<file path="config.mk">
export PLATFORM = sky130hd
export DESIGN_NAME = uart_tx
export DESIGN_NICKNAME = d
export VERILOG_FILES = /design/src/rtl/uart_tx.sv
export SDC_FILE = /design/constraint.sdc
export NUM_CORES = 1
export LEC_CHECK = 0
export CAP_MARGIN = 20
export CORE_ASPECT_RATIO = 2
export CORE_UTILIZATION = 53
export DETAILED_ROUTE_END_ITERATION = 8
export PLACE_DENSITY = 0.74
export SLEW_MARGIN = 20
export SYNTH_ARGS = -nofsm -noshare
export SYNTH_HDL_FRONTEND = slang
export SYNTH_SLANG_ARGS = --single-unit
</file>
<file path="constraint.sdc">
create_clock -name i_Clk -period 2.1 [get_ports i_Clk]
set_clock_uncertainty 0.1 [all_clocks]
set_input_delay 0.525 -clock i_Clk [delete_from_list [all_inputs] [get_ports i_Clk]]
set_output_delay 0.525 -clock i_Clk [all_outputs]
set_load 0.02 [all_outputs]
</file>
<file path="src/rtl/uart_tx.sv">
// uart_tx: FIFO-buffered UART transmitter, 8N1 by default; define UART_TX_PARITY_EN for 8E1 framing.
// Rev 1.0
`default_nettype none

module uart_tx #(
  parameter int CLKS_PER_BIT = 217,
  parameter int FIFO_DEPTH   = 4
) (
  input  logic       i_Clk,
  input  logic       i_Rst,
  input  logic       i_TX_DV,
  input  logic [7:0] i_TX_Byte,
  output logic       o_TX_Ready,
  output logic       o_TX_Serial,
  output logic       o_TX_Active,
  output logic       o_TX_Done
);

  localparam int CNT_W = (CLKS_PER_BIT > 1) ? $clog2(CLKS_PER_BIT) : 1;
  localparam int PTR_W = (FIFO_DEPTH > 1) ? $clog2(FIFO_DEPTH) : 1;
  localparam logic [CNT_W-1:0] CNT_LAST  = CNT_W'(CLKS_PER_BIT - 1);
  localparam logic [PTR_W:0]   FIFO_FULL = (PTR_W + 1)'(FIFO_DEPTH);

  typedef enum logic [2:0] {
    IDLE   = 3'd0,
    START  = 3'd1,
    DATA   = 3'd2,
`ifdef UART_TX_PARITY_EN
    PARITY = 3'd4,
`endif
    STOP   = 3'd3
  } state_t;

  logic [7:0]       fifo_mem [FIFO_DEPTH];
  logic [PTR_W-1:0] wr_ptr;
  logic [PTR_W-1:0] rd_ptr;
  logic [PTR_W:0]   fifo_count;
  logic             fifo_full;
  logic             fifo_empty;
  logic             push;
  logic             pop;

  state_t           state;
  logic [CNT_W-1:0] bit_cnt;
  logic [2:0]       bit_idx;
  logic [7:0]       tx_shift;
  logic             bit_end;
  logic             stop_end;
`ifdef UART_TX_PARITY_EN
  logic             parity_bit;
`endif

  assign fifo_full  = (fifo_count == FIFO_FULL);
  assign fifo_empty = (fifo_count == '0);
  assign o_TX_Ready = !fifo_full;
  assign bit_end    = (bit_cnt == CNT_LAST);

  // Fullness is judged before any same-edge pop, so a write to a full FIFO is always dropped.
  assign push = i_TX_DV && !fifo_full;
  assign pop  = !fifo_empty && ((state == IDLE) || ((state == STOP) && bit_end));

  always_ff @(posedge i_Clk) begin
    if (push) begin
      fifo_mem[wr_ptr] <= i_TX_Byte;
    end
  end

  always_ff @(posedge i_Clk or posedge i_Rst) begin
    if (i_Rst) begin
      wr_ptr     <= '0;
      rd_ptr     <= '0;
      fifo_count <= '0;
    end else begin
      if (push) begin
        wr_ptr <= wr_ptr + 1'b1;
      end
      if (pop) begin
        rd_ptr <= rd_ptr + 1'b1;
      end
      case ({push, pop})
        2'b10:   fifo_count <= fifo_count + 1'b1;
        2'b01:   fifo_count <= fifo_count - 1'b1;
        default: fifo_count <= fifo_count;
      endcase
    end
  end

  // The line outputs follow the state by one cycle, so the start bit appears
  // two edges after a write into an empty FIFO and Done lands just after the stop bit.
  always_ff @(posedge i_Clk or posedge i_Rst) begin
    if (i_Rst) begin
      state       <= IDLE;
      bit_cnt     <= '0;
      bit_idx     <= '0;
      tx_shift    <= '0;
      stop_end    <= 1'b0;
      o_TX_Serial <= 1'b1;
      o_TX_Active <= 1'b0;
      o_TX_Done   <= 1'b0;
`ifdef UART_TX_PARITY_EN
      parity_bit  <= 1'b0;
`endif
    end else begin
      stop_end    <= (state == STOP) && bit_end;
      o_TX_Done   <= stop_end;
      o_TX_Active <= (state != IDLE);

      if ((state == IDLE) || bit_end) begin
        bit_cnt <= '0;
      end else begin
        bit_cnt <= bit_cnt + 1'b1;
      end

      if (pop) begin
        tx_shift <= fifo_mem[rd_ptr];
`ifdef UART_TX_PARITY_EN
        parity_bit <= ^fifo_mem[rd_ptr];
`endif
      end

      case (state)
        IDLE: begin
          o_TX_Serial <= 1'b1;
          bit_idx     <= '0;
          if (!fifo_empty) begin
            state <= START;
          end
        end
        START: begin
          o_TX_Serial <= 1'b0;
          if (bit_end) begin
            state <= DATA;
          end
        end
        DATA: begin
          o_TX_Serial <= tx_shift[0];
          if (bit_end) begin
            tx_shift <= {1'b0, tx_shift[7:1]};
            bit_idx  <= bit_idx + 3'd1;
            if (bit_idx == 3'd7) begin
`ifdef UART_TX_PARITY_EN
              state <= PARITY;
`else
              state <= STOP;
`endif
            end
          end
        end
`ifdef UART_TX_PARITY_EN
        PARITY: begin
          o_TX_Serial <= parity_bit;
          if (bit_end) begin
            state <= STOP;
          end
        end
`endif
        STOP: begin
          o_TX_Serial <= 1'b1;
          if (bit_end) begin
            state <= fifo_empty ? IDLE : START;
          end
        end
        default: begin
          o_TX_Serial <= 1'b1;
          state       <= IDLE;
        end
      endcase
    end
  end

endmodule

`default_nettype wire

</file>
==> metrics.csv, run 1 <==
stage,metric,value,unit
outcome,status,"complete, but fails checks",
outcome,violations,setup timing,
pwr,power_density,955.6,nW/um2
critical_path,crit_slowest_cell,dfrtp_1,
timing,fmax,0.4445,GHz
pwr,p_seq_share,46.5,%
die,boundaryPins,15,
clocking,clk_pin_slew_worst_paths,0.07,ns
timing,layout_min_cycle_time,2.250,ns
critical_path,startpoint_type,flip-flop,
route,highest_layer,met4,
synthesis,netlist_instances,200,
route,wirelength,4.834,mm
synthesis,yosysTopAreaCell,edfxtp_1,
critical_path,critPathCaptureType,flip-flop,
global_routing,grt_pass1_vias,1793,
timing,rsz0062_at_grt,yes,
route,ant_nets,0,
clocking,clk_latency,0.33,ns
global_routing,antenna_found_initial,0,
synthesis,syn_nets,225,
clocking,cts.htree.levels,3,
placed_design,place.gp.congestion,0.7864,
placed_design,dpl.hpwl,3.448,mm
route,via_per_inst,5.495,
die,initial_core_util,54.81,%
pwr,p_leak,1.472,nW
critical_path,crit_chain,inv_2 > ha_4 > nor3b_4 > a31oi_4 > nor2_2 > ha_2 > inv_2 > fa_2 > xor2_1 > nor2_1 > xor2_1,
finish,drive_above_1_share,27.67,%
die,die_y,105.1,um
global_routing,grt_pass1_wl,8.066,mm
critical_path,critPathKind,flip-flop to flip-flop,
global_routing,grt-ovfl-total,0,
timing,maxSlewHeadroom,62.53,%
finish,multi_input_area,1013,um2
route,wl_met1,1.788,mm
clocking,cts_sinks,64,
die,fp.coreArea,5139,um2
route,dr.pass1.iters,4,
route,wl_met2,2.782,mm
timing,hold_viol_final,0,
synthesis,synth_top_cell_area_share,34.12,%
pwr,sw_frac_of_total,23.61,%
finish,area.growth.synth_to_final,25.86,%
route,wl_met3,111,um
timing,setup_slack,-0.1496,ns
clocking,cts_buffers,9,
die,die_w,53.55,um
synthesis,yosysUniqueCellTypes,35,
clocking,cts_root_buffer,clkbuf_8,
timing,worst_slew_pin_slew,0.5607,ns
die,num_rows,37,
critical_path,path_delay_family,adder cells,
finish,nets,273,
pwr,ir_drop,760.1,uV
pwr,power.switching,0.7998,mW
critical_path,critPathMaxStageDelay,0.39,ns
finish,fillCellCount,350,
die,die_area,5627,um2
finish,diodes,0,
global_routing,grt_max_degree,33,
synthesis,synthTopCellsByArea,"edfxtp_1, dfrtp_1, mux4_2",
pwr,p_int,2.587,mW
synthesis,syn_area_per_cell,14.08,um2
critical_path,worstPathRequired,2.25,ns
synthesis,synth_seq_cells,64,
synthesis,yosysWarnings,0,
clocking,cts_tree,yes,
timing,drv_slew,0,
timing,finalCritPeriodShare,107.1,%
route,drtIter0Drc,21,
timing,setup_viol,1,
timing,setup_tns,-0.1496,ns
min_path,min_path_type,flip-flop to flip-flop,
route,vias,1709,
pwr,combPwrFrac,17.3,%
synthesis,mappedNetlistArea,2816,um2
run,maxCapViolations,0,
synthesis,yosysSeqAreaShare,62.59,%
finish,ff_latch_area,1763,um2
pwr,p_clk_share,36.2,%
critical_path,worst-path-buf-inv,2,
placed_design,port_buffers,14,
clocking,cts_buffer_depth,2,
pwr,p_total,3.387,mW
critical_path,crit_arrival,2.40,ns
route,drc,0,
critical_path,crit_fanout,2,
route,wl_per_cell,15.54,um
global_routing,grt_usage,20.89,%
-- power by group through the flow --
stage	clock (mW)	sequential, mW	combinational, mW
2_1_floorplan	0	1.59	0.311
3_3_place_gp	0	1.59	0.580
3_5_place_dp	0	1.60	0.598
4_1_cts	1.25	1.58	0.603
5_1_grt	1.31	1.59	0.641
6_report	1.23	1.58	0.585
-- area by class of cell --
type                       instances  share of cell area (%)
sequential                        64                   49.74
multi-input combinational        115                   28.59
timing repair buffer              43                   11.58
clock buffer                      13                   3.918
clock inverter                     3                   2.541
tap                               58                   2.047
inverter                          15                   1.588
-- cells by family (layout without fill, tap and decap cells) --
logic type / Yosys count / in the layout / share of synthesized area, %
muxes: 15 / 15 / 9.018
DFF: 64 / 64 / 62.59
xor gates and xnor gates: 12 / 12 / 3.732
and+or+nand+nor: 52 / 52 / 10.08
adders and majority gates: 14 / 14 / 6.486
AOI/OAI and AO/OA: 22 / 22 / 5.020
buffers and inverters: 21 / 74 / 3.065
-- placed cells by master, fill, tap and decap left out, drive strengths merged, types with 4 or more instances in the layout --
cell            n
inv            15
buf            29
clkdlybuf4s50  13
ha             13
edfxtp         32
clkbuf         13
nand3          11
nand2           5
dfrtp          31
and3            9
mux2i           4
mux4            8
nor2           17
xnor2           4
o21ai           9
a31oi           8
xor2            8
-- metrics by stage --
stage	worst slack (ns)	utilization [%]	hold slack, ns	instances	instance area [um2]
finish	-0.1496	68.98	0.2497	311	3545
global route	-0.2708	68.98	0.2635	311	3545
CTS	-0.1960	68.32	0.2521	310	3511
detailed placement	-0.2359	63.45	0.2365	292	3261
global placement	-0.1463	63.45	0.2350	292	3261
floorplan	-0.2158	-	0.2312	200	2833
-- worst reg2reg max path, cell delays in order, from the launching register on --
cell	delay, ns
dfrtp_1	0.39
inv_2	0.07
ha_4	0.13
nor3b_4	0.23
a31oi_4	0.12
nor2_2	0.13
ha_2	0.20
inv_2	0.04
fa_2	0.32
xor2_1	0.15
nor2_1	0.12
xor2_1	0.16
-- worst paths after layout --
kind | startpoint | endpoint | slack, ns | cells past startpoint
max | bit_cnt[0]$_DFF_PP0_ | fifo_count[2]$_DFFE_PP0P_ | -0.15 | 11
min | stop_end$_DFF_PP0_ | o_TX_Done$_DFF_PP0_ | 0.25 | 0
max reg2reg | bit_cnt[0]$_DFF_PP0_ | fifo_count[2]$_DFFE_PP0P_ | -0.15 | 11
min reg2reg | stop_end$_DFF_PP0_ | o_TX_Done$_DFF_PP0_ | 0.25 | 0
max in group asynchronous | i_Rst | o_TX_Serial$_DFF_PP1_ | 1.08 | 3
min in group asynchronous | i_Rst | state[1]$_DFFE_PP0P_ | 0.50 | 3
-- flip-flops by register name, summed over array words and instances (netlist names) --
name         flops
bit_cnt          8
bit_idx          3
fifo_count       3
fifo_mem        32
o_TX_Active      1
o_TX_Done        1
o_TX_Serial      1
rd_ptr           2
state            2
stop_end         1
tx_shift         8
wr_ptr           2
-- routing by layer --
| layer | vias to the layer above | GRT usage (%) |
|---|---|---|
| met3 | 10 | 5.240 |
| li1 | 826 | - |
| met4 | 0 | 10.15 |
| met2 | 21 | 37.05 |
| met5 | - | 0 |
| met1 | 852 | 21.13 |
-- what timing repair did --
item,in CTS,in global routing
resized for setup,4,8
setup endpoints to repair,3,5
gates cloned,0,0
buffers inserted,2,3
pin swaps,3,2
hold buffers,0,0
-- cell usage after synthesis --
master,count
edfxtp_1,32
dfrtp_1,31
nor2_1,17
inv_1,15
ha_1,13
nand3_1,11
and3_1,9
mux4_2,8
o21ai_0,8
xor2_1,8
a31oi_1,7
mux2i_1,4
nand2_1,4
xnor2_1,4
buf_2,3
mux2_2,3
and2_1,2
buf_1,2
nand4_1,2
or3_1,2
a21boi_0,1
a21oi_1,1
a222oi_1,1
a22o_1,1
a31o_2,1
a31oi_2,1
and4_1,1
and4bb_2,1
buf_4,1
dfstp_2,1
fa_1,1
nand2_2,1
nor3_2,1
nor3b_4,1
o21ai_1,1
No activity file was read; power rests on OpenSTA's default activity.
==> run 2: changes to the inputs <==
--- a/config.mk
+++ b/config.mk
@@ -9,7 +9,7 @@
 export CORE_ASPECT_RATIO = 2
 export CORE_UTILIZATION = 53
 export DETAILED_ROUTE_END_ITERATION = 8
-export PLACE_DENSITY = 0.74
+export PLACE_DENSITY = 0.75
 export SLEW_MARGIN = 20
 export SYNTH_ARGS = -nofsm -noshare
 export SYNTH_HDL_FRONTEND = slang
==> run 2 against run 1 <==
  * The run still ends with setup timing left
  * Count of clock-buffer cells in the layout is 4 lower
  * Setup slack lost 0.035 ns
  * Cell count up 0.32%
  * Sequential cell count unchanged
  * Utilization decreased by 1.2 points
  * Register-to-register slack lost 0.03 ns
  * Total power down 9.5%
  * Sequential power about the same
  * Combinational power decreased by 2%
  * Sequential share of layout area is 0.88 points higher
  * Die area stayed put
  * Via count grew 0.53%
  * Critical endpoint unchanged
==> metrics.csv, run 2 (synthesized netlist as in run 1, its figures left out) <==
stage,metric,value,unit,change
finish,area.growth.synth_to_final,23.68,%,was 25.86%
critical_path,crit_fanout,2,,unchanged
placed_design,port_buffers,14,,unchanged
finish,diodes,0,,unchanged
min_path,min_path_type,flip-flop to flip-flop,,unchanged
critical_path,r2r_end,fifo_count[2]$_DFFE_PP0P_,,unchanged
route,dr.pass1.iters,4,,unchanged
route,vias,1718,,"was 1,709"
critical_path,r2r_cells,11,,unchanged
min_path,hold_end,o_TX_Done$_DFF_PP0_,,unchanged
route,ant_nets,0,,unchanged
pwr,power_density,879.6,nW/um2,was 955.6 nW/um2
placed_design,pre_cts_slack,-0.2319,ns,was -0.2359 ns
critical_path,critPathKind,flip-flop to flip-flop,,unchanged
global_routing,grt_usage,21.12,%,was 20.89%
timing,finalCritPeriodShare,108.8,%,was 107.1%
finish,final_common_cell,edfxtp_1,,unchanged
route,via_per_inst,5.506,,was 5.495
die,die_y,105.1,um,unchanged
global_routing,grt_pass1_wl,7.990,mm,was 8.066 mm
clocking,cts.htree.levels,3,,unchanged
route,drtIter0Drc,32,,was 21
die,num_rows,37,,unchanged
finish,largest_reg_flops,32,,unchanged
min_path,holdCritStartpoint,stop_end$_DFF_PP0_,,unchanged
timing,hold_viol_final,0,,unchanged
clocking,cts_sinks,64,,unchanged
clocking,clk_pin_slew_worst_paths,0.07,ns,about the same
clocking,cts_buffer_depth,2,,unchanged
timing,maxSlewHeadroom,65.08,%,was 62.53%
route,wirelength,4.945,mm,was 4.834 mm
finish,multi_input_area,999.7,um2,was 1013 um2
pwr,combPwrFrac,18.8,%,was 17.3%
clocking,cts_buffers,9,,unchanged
timing,fmax,0.4377,GHz,was 0.4445 GHz
clocking,clk_latency,0.34,ns,was 0.33 ns
timing,drv_slew,0,,unchanged
pwr,sw_frac_of_total,27.48,%,was 23.61%
global_routing,grt_pass1_vias,1734,,"was 1,793"
outcome,violations,setup timing,,unchanged
timing,hold_slack,0.2556,ns,was 0.2497 ns
finish,fillCellCount,373,,was 350
timing,layout_min_cycle_time,2.284,ns,was 2.250 ns
placed_design,dpl.hpwl,3.519,mm,was 3.448 mm
critical_path,crit_arrival,2.44,ns,was 2.40 ns
finish,final_cell_mix,"edfxtp_1, dfrtp_1, buf_4, nor2_1, inv_1",,"was edfxtp_1, dfrtp_1, buf_4, nor2_1, clkdlybuf4s50_1"
global_routing,grt-ovfl-total,0,,unchanged
die,die_area,5627,um2,unchanged
timing,setup_tns,-0.2965,ns,was -0.1496 ns
pwr,p_int,2.222,mW,was 2.587 mW
finish,drive_above_1_share,27.17,%,was 27.67%
timing,setup_slack,-0.1844,ns,was -0.1496 ns
pwr,p_seq_share,51.6,%,was 46.5%
timing,worst_slew_pin_slew,0.5225,ns,was 0.5607 ns
pwr,power.switching,0.8421,mW,was 0.7998 mW
clocking,hold_buffers,0,,unchanged
global_routing,grt_max_degree,33,,unchanged
critical_path,critPathCaptureType,flip-flop,,unchanged
critical_path,r2r_slack,-0.18,ns,was -0.15 ns
global_routing,antenna_found_initial,0,,unchanged
finish,ff_latch_area,1763,um2,unchanged
pwr,p_leak,1.488,nW,was 1.472 nW
die,fp.coreArea,5139,um2,unchanged
critical_path,startpoint_type,flip-flop,,unchanged
finish,fin_util,67.79,%,was 68.98%
clocking,cts_root_buffer,clkbuf_8,,unchanged
finish,nets,274,,was 273
outcome,status,"complete, but fails checks",,unchanged
pwr,p_clk_share,29.6,%,was 36.2%
run,maxCapViolations,0,,unchanged
finish,largest-register,fifo_mem,,unchanged
timing,setup_viol,3,,was 1
die,initial_core_util,54.81,%,unchanged
critical_path,reg2reg_from,bit_cnt[0]$_DFF_PP0_,,unchanged
die,boundaryPins,15,,unchanged
clocking,cts_tree,yes,,unchanged
route,drc,0,,unchanged
die,die_w,53.55,um,unchanged
finish,reg_top3,"fifo_mem: 32 flops, bit_cnt: 8 flops, tx_shift: 8 flops",,unchanged
min_path,whs_path_depth,0,,unchanged
critical_path,worstPathRequired,2.26,ns,was 2.25 ns
route,wl_per_cell,15.85,um,was 15.54 um
pwr,ir_drop,841.4,uV,was 760.1 uV
placed_design,place.gp.congestion,0.8070,,was 0.7864
timing,rsz0062_at_grt,yes,,unchanged
run 2: worst max-delay path by stage:
stage,start,to,slack [ns],cells after the start
6_report,bit_cnt[0]$_DFF_PP0_,fifo_count[2]$_DFFE_PP0P_,-0.18,11
5_1_grt,bit_cnt[0]$_DFF_PP0_,fifo_count[2]$_DFFE_PP0P_,-0.35,11
4_1_cts,bit_cnt[0]$_DFF_PP0_,fifo_count[2]$_DFFE_PP0P_,-0.17,11
3_5_place_dp,i_TX_DV,fifo_count[2]$_DFFE_PP0P_,-0.23,9
3_3_place_gp,i_TX_DV,fifo_count[2]$_DFFE_PP0P_,-0.18,9
2_1_floorplan,bit_cnt[0]$_DFF_PP0_,fifo_count[2]$_DFFE_PP0P_,-0.22,11
run 2: layer usage:
layer	track usage, %	up-vias	wire length (um)	share of wire (%)
met2	35.89	27	2849	58
met3	7.278	11	150	3.0
li1	-	823	-	-
met5	0	-	0	0
met1	21.33	857	1836	37
met4	11.09	0	108	2.2
run 2: per-stage QoR:
step                instance area [um2]  std cells  power (mW)
floorplan                          2833        200       1.900
global placement                   3261        292       2.174
detailed placement                 3261        292       2.190
CTS                                3438        309       3.103
global route                       3483        312       3.217
finish                             3483        312       3.064
run 2: critical path, cell delays in order, from the launching register on:
cell     delay [ns]
dfrtp_1        0.38
inv_1          0.07
ha_2           0.17
nor3b_4        0.25
a31oi_4        0.12
nor2_2         0.12
ha_2           0.20
inv_2          0.04
fa_2           0.33
xor2_1         0.15
nor2_1         0.11
xor2_1         0.16
run 2: area by class of cell:
class                   instances  share of cell area (%)
clock buffers                   9                   3.556
well taps                      58                   2.083
multi-input cells             115                   28.70
inverters                      15                   1.616
clock inverters                 7                   1.365
flip-flops and latches         64                   50.61
repair buffers                 44                   12.07
run 2: power groups by stage:
stage / sequential [mW] / combinational, mW / clock, mW
6_report: 1.58 / 0.576 / 0.908
5_1_grt: 1.60 / 0.643 / 0.976
4_1_cts: 1.58 / 0.589 / 0.933
3_5_place_dp: 1.60 / 0.586 / 0
3_3_place_gp: 1.59 / 0.580 / 0
2_1_floorplan: 1.59 / 0.311 / 0
run 2: repair_timing:
action	4_1_cts	5_1_grt
setup endpoints to repair	3	6
gates resized for setup	1	7
pin swaps	4	3
buffers inserted	1	4
==> run 3: changes to the inputs <==
--- a/config.mk
+++ b/config.mk
@@ -7,6 +7,7 @@
 export LEC_CHECK = 0
 export CAP_MARGIN = 20
 export CORE_ASPECT_RATIO = 2
+export CORE_MARGIN = 4
 export CORE_UTILIZATION = 53
 export DETAILED_ROUTE_END_ITERATION = 8
 export PLACE_DENSITY = 0.75
==> run 3 against run 2 <==
  * The flow still finishes with violations (setup timing)
  * Total power up 2.7%
  * Largest cell class unchanged
  * Via count up 0.64%
  * Die area up 18%
==> metrics.csv, run 3 (synthesized netlist as in run 1, its figures left out) <==
stage,metric,value,unit,change
outcome,status,"complete, but fails checks",,unchanged
outcome,violations,setup timing,,unchanged
finish,multi_input_area,1003,um2,was 999.7 um2
pwr,p_total,3.145,mW,was 3.064 mW
finish,largest_reg_flops,32,,unchanged
critical_path,startpoint_type,flip-flop,,unchanged
finish,largest-register,fifo_mem,,unchanged
route,wl_per_cell,15.48,um,was 15.85 um
finish,fin_area,3486,um2,was 3483 um2
placed_design,pre_cts_slack,-0.2549,ns,was -0.2319 ns
clocking,cts_buffers,9,,unchanged
clocking,cts_buffer_depth,2,,unchanged
route,drtIter0Drc,69,,was 32
placed_design,dpl.hpwl,3.510,mm,was 3.519 mm
run,maxCapViolations,0,,unchanged
pwr,p_int,2.332,mW,was 2.222 mW
timing,setup_viol,2,,was 3
die,die_y,111.1,um,was 105.1 um
finish,diodes,0,,unchanged
critical_path,worstPathRequired,2.22,ns,was 2.26 ns
placed_design,place.gp.congestion,0.7896,,was 0.8070
placed_design,dpl_cell_area,3261,um2,unchanged
pwr,p_leak,1.466,nW,was 1.488 nW
global_routing,antenna_found_initial,0,,unchanged
pwr,p_seq_share,50.2,%,was 51.6%
timing,hold_viol_final,0,,unchanged
critical_path,crit_fanout,2,,unchanged
route,wirelength,4.800,mm,was 4.945 mm
timing,drv_slew,0,,unchanged
timing,finalCritPeriodShare,106.9,%,was 108.8%
route,vias,1729,,"was 1,718"
pwr,power.switching,0.8133,mW,was 0.8421 mW
timing,setup_slack,-0.1442,ns,was -0.1844 ns
timing,maxSlewHeadroom,67.89,%,was 65.08%
global_routing,grt_pass1_vias,1885,,"was 1,734"
global_routing,grt_usage,18.02,%,was 21.12%
finish,ff_latch_area,1763,um2,unchanged
finish,final_common_cell,edfxtp_1,,unchanged
finish,final_cell_mix,"edfxtp_1, dfrtp_1, buf_4, nor2_1, inv_1",,unchanged
timing,worst_slew_pin_slew,0.4816,ns,was 0.5225 ns
route,drc,0,,unchanged
finish,nets,273,,was 274
finish,fillCellCount,381,,was 373
pwr,ir_drop,699.9,uV,was 841.4 uV
pwr,sw_frac_of_total,25.86,%,was 27.48%
clocking,cts_tree,yes,,unchanged
route,via_per_inst,5.577,,was 5.506
route,dr.pass1.iters,4,,unchanged
global_routing,grt_pass1_wl,8.659,mm,was 7.990 mm
clocking,cts.htree.levels,3,,unchanged
clocking,clk_pin_slew_worst_paths,0.07,ns,about the same
finish,drive_above_1_share,26.98,%,was 27.17%
clocking,cts_sinks,64,,unchanged
timing,rsz0062_at_grt,yes,,unchanged
pwr,power_density,902.3,nW/um2,was 879.6 nW/um2
timing,layout_min_cycle_time,2.244,ns,was 2.284 ns
global_routing,grt-ovfl-total,0,,unchanged
die,die_w,59.55,um,was 53.55 um
min_path,min_path_type,flip-flop to flip-flop,,unchanged
pwr,combPwrFrac,18.5,%,was 18.8%
route,ant_nets,0,,unchanged
clocking,clk_latency,0.34,ns,about the same
die,boundaryPins,15,,unchanged
placed_design,port_buffers,14,,unchanged
global_routing,grt_max_degree,33,,unchanged
die,die_area,6615,um2,was 5627 um2
finish,reg_top3,"fifo_mem: 32 flops, bit_cnt: 8 flops, tx_shift: 8 flops",,unchanged
finish,area.growth.synth_to_final,23.77,%,was 23.68%
critical_path,critPathKind,flip-flop to flip-flop,,unchanged
critical_path,crit_arrival,2.36,ns,was 2.44 ns
clocking,hold_buffers,0,,unchanged
critical_path,critPathCaptureType,flip-flop,,unchanged
timing,setup_tns,-0.1512,ns,was -0.2965 ns
clocking,cts_root_buffer,clkbuf_8,,unchanged
pwr,p_clk_share,31.3,%,was 29.6%
die,num_rows,37,,unchanged
die,fp.coreArea,5139,um2,unchanged
die,initial_core_util,54.81,%,unchanged
timing,fmax,0.4456,GHz,was 0.4377 GHz
-- run 3: changes by cell type in the layout (fill, tap and decap cells not counted), sizes merged --
cell         change
dlygate4sd2      -1
buf              -1
clkinv           -2
clkbuf           +1
clkinvlp         +1
bufinv           +1
inv              -1
-- run 3: worst paths after layout --
| path | startpoint | end | slack [ns] | depth (start not counted) |
|---|---|---|---|---|
| min in group asynchronous | i_Rst | wr_ptr[0]$_DFFE_PP0P_ | 0.48 | 3 |
| max in group asynchronous | i_Rst | o_TX_Serial$_DFF_PP1_ | 1.10 | 3 |
| max reg2reg | bit_cnt[1]$_DFF_PP0_ | fifo_count[2]$_DFFE_PP0P_ | -0.14 | 11 |
| max | bit_cnt[1]$_DFF_PP0_ | fifo_count[2]$_DFFE_PP0P_ | -0.14 | 11 |
| min reg2reg | stop_end$_DFF_PP0_ | o_TX_Done$_DFF_PP0_ | 0.26 | 0 |
| min | stop_end$_DFF_PP0_ | o_TX_Done$_DFF_PP0_ | 0.26 | 0 |
-- run 3: timing repair --
action	CTS	global route
gates resized for setup	3	7
pin swaps	4	1
setup endpoints to repair	3	7
setup buffers	1	4
-- run 3: layout make-up --
class	instances	area share, %
multi-input combinational	115	28.79
timing repair buffer	43	11.63
clock buffer	9	3.553
clock inverter	6	1.759
sequential	64	50.57
tap	58	2.082
inverter	15	1.615
-- run 3: power by group through the flow --
stage | logic [mW] | registers, mW | clock network [mW]
finish | 0.582 | 1.58 | 0.984
global route | 0.650 | 1.60 | 1.07
CTS | 0.596 | 1.58 | 1.01
detailed placement | 0.590 | 1.61 | 0
global placement | 0.578 | 1.60 | 0
floorplan | 0.311 | 1.59 | 0
-- run 3: through the flow --
| stage | utilization (%) | instances | hold slack, ns |
|---|---|---|---|
| floorplan | - | 200 | 0.2312 |
| global placement | 63.45 | 292 | 0.2399 |
| detailed placement | 63.45 | 292 | 0.2418 |
| CTS | 67.47 | 308 | 0.2597 |
| global route | 67.84 | 310 | 0.2616 |
| finish | 67.84 | 310 | 0.2554 |
-- run 3: metal layers --
metal / up-vias / GRT usage (%) / part of all wire [%]
li1: 824 / - / -
met1: 864 / 18.54 / 36
met2: 28 / 30.39 / 57
met3: 13 / 5.478 / 3.4
met4: 0 / 10.95 / 3.2
met5: - / 0 / 0
-- run 3: critical path, cell delays in order (launching register included) --
cell and delay [ns]:
dfrtp_1 0.38, inv_1 0.06, ha_2 0.16, nor3b_4 0.25
a31oi_4 0.14, nor2_4 0.14, ha_4 0.16, inv_2 0.04
fa_2 0.32, xor2_1 0.15, nor2_1 0.07, xor2_1 0.15
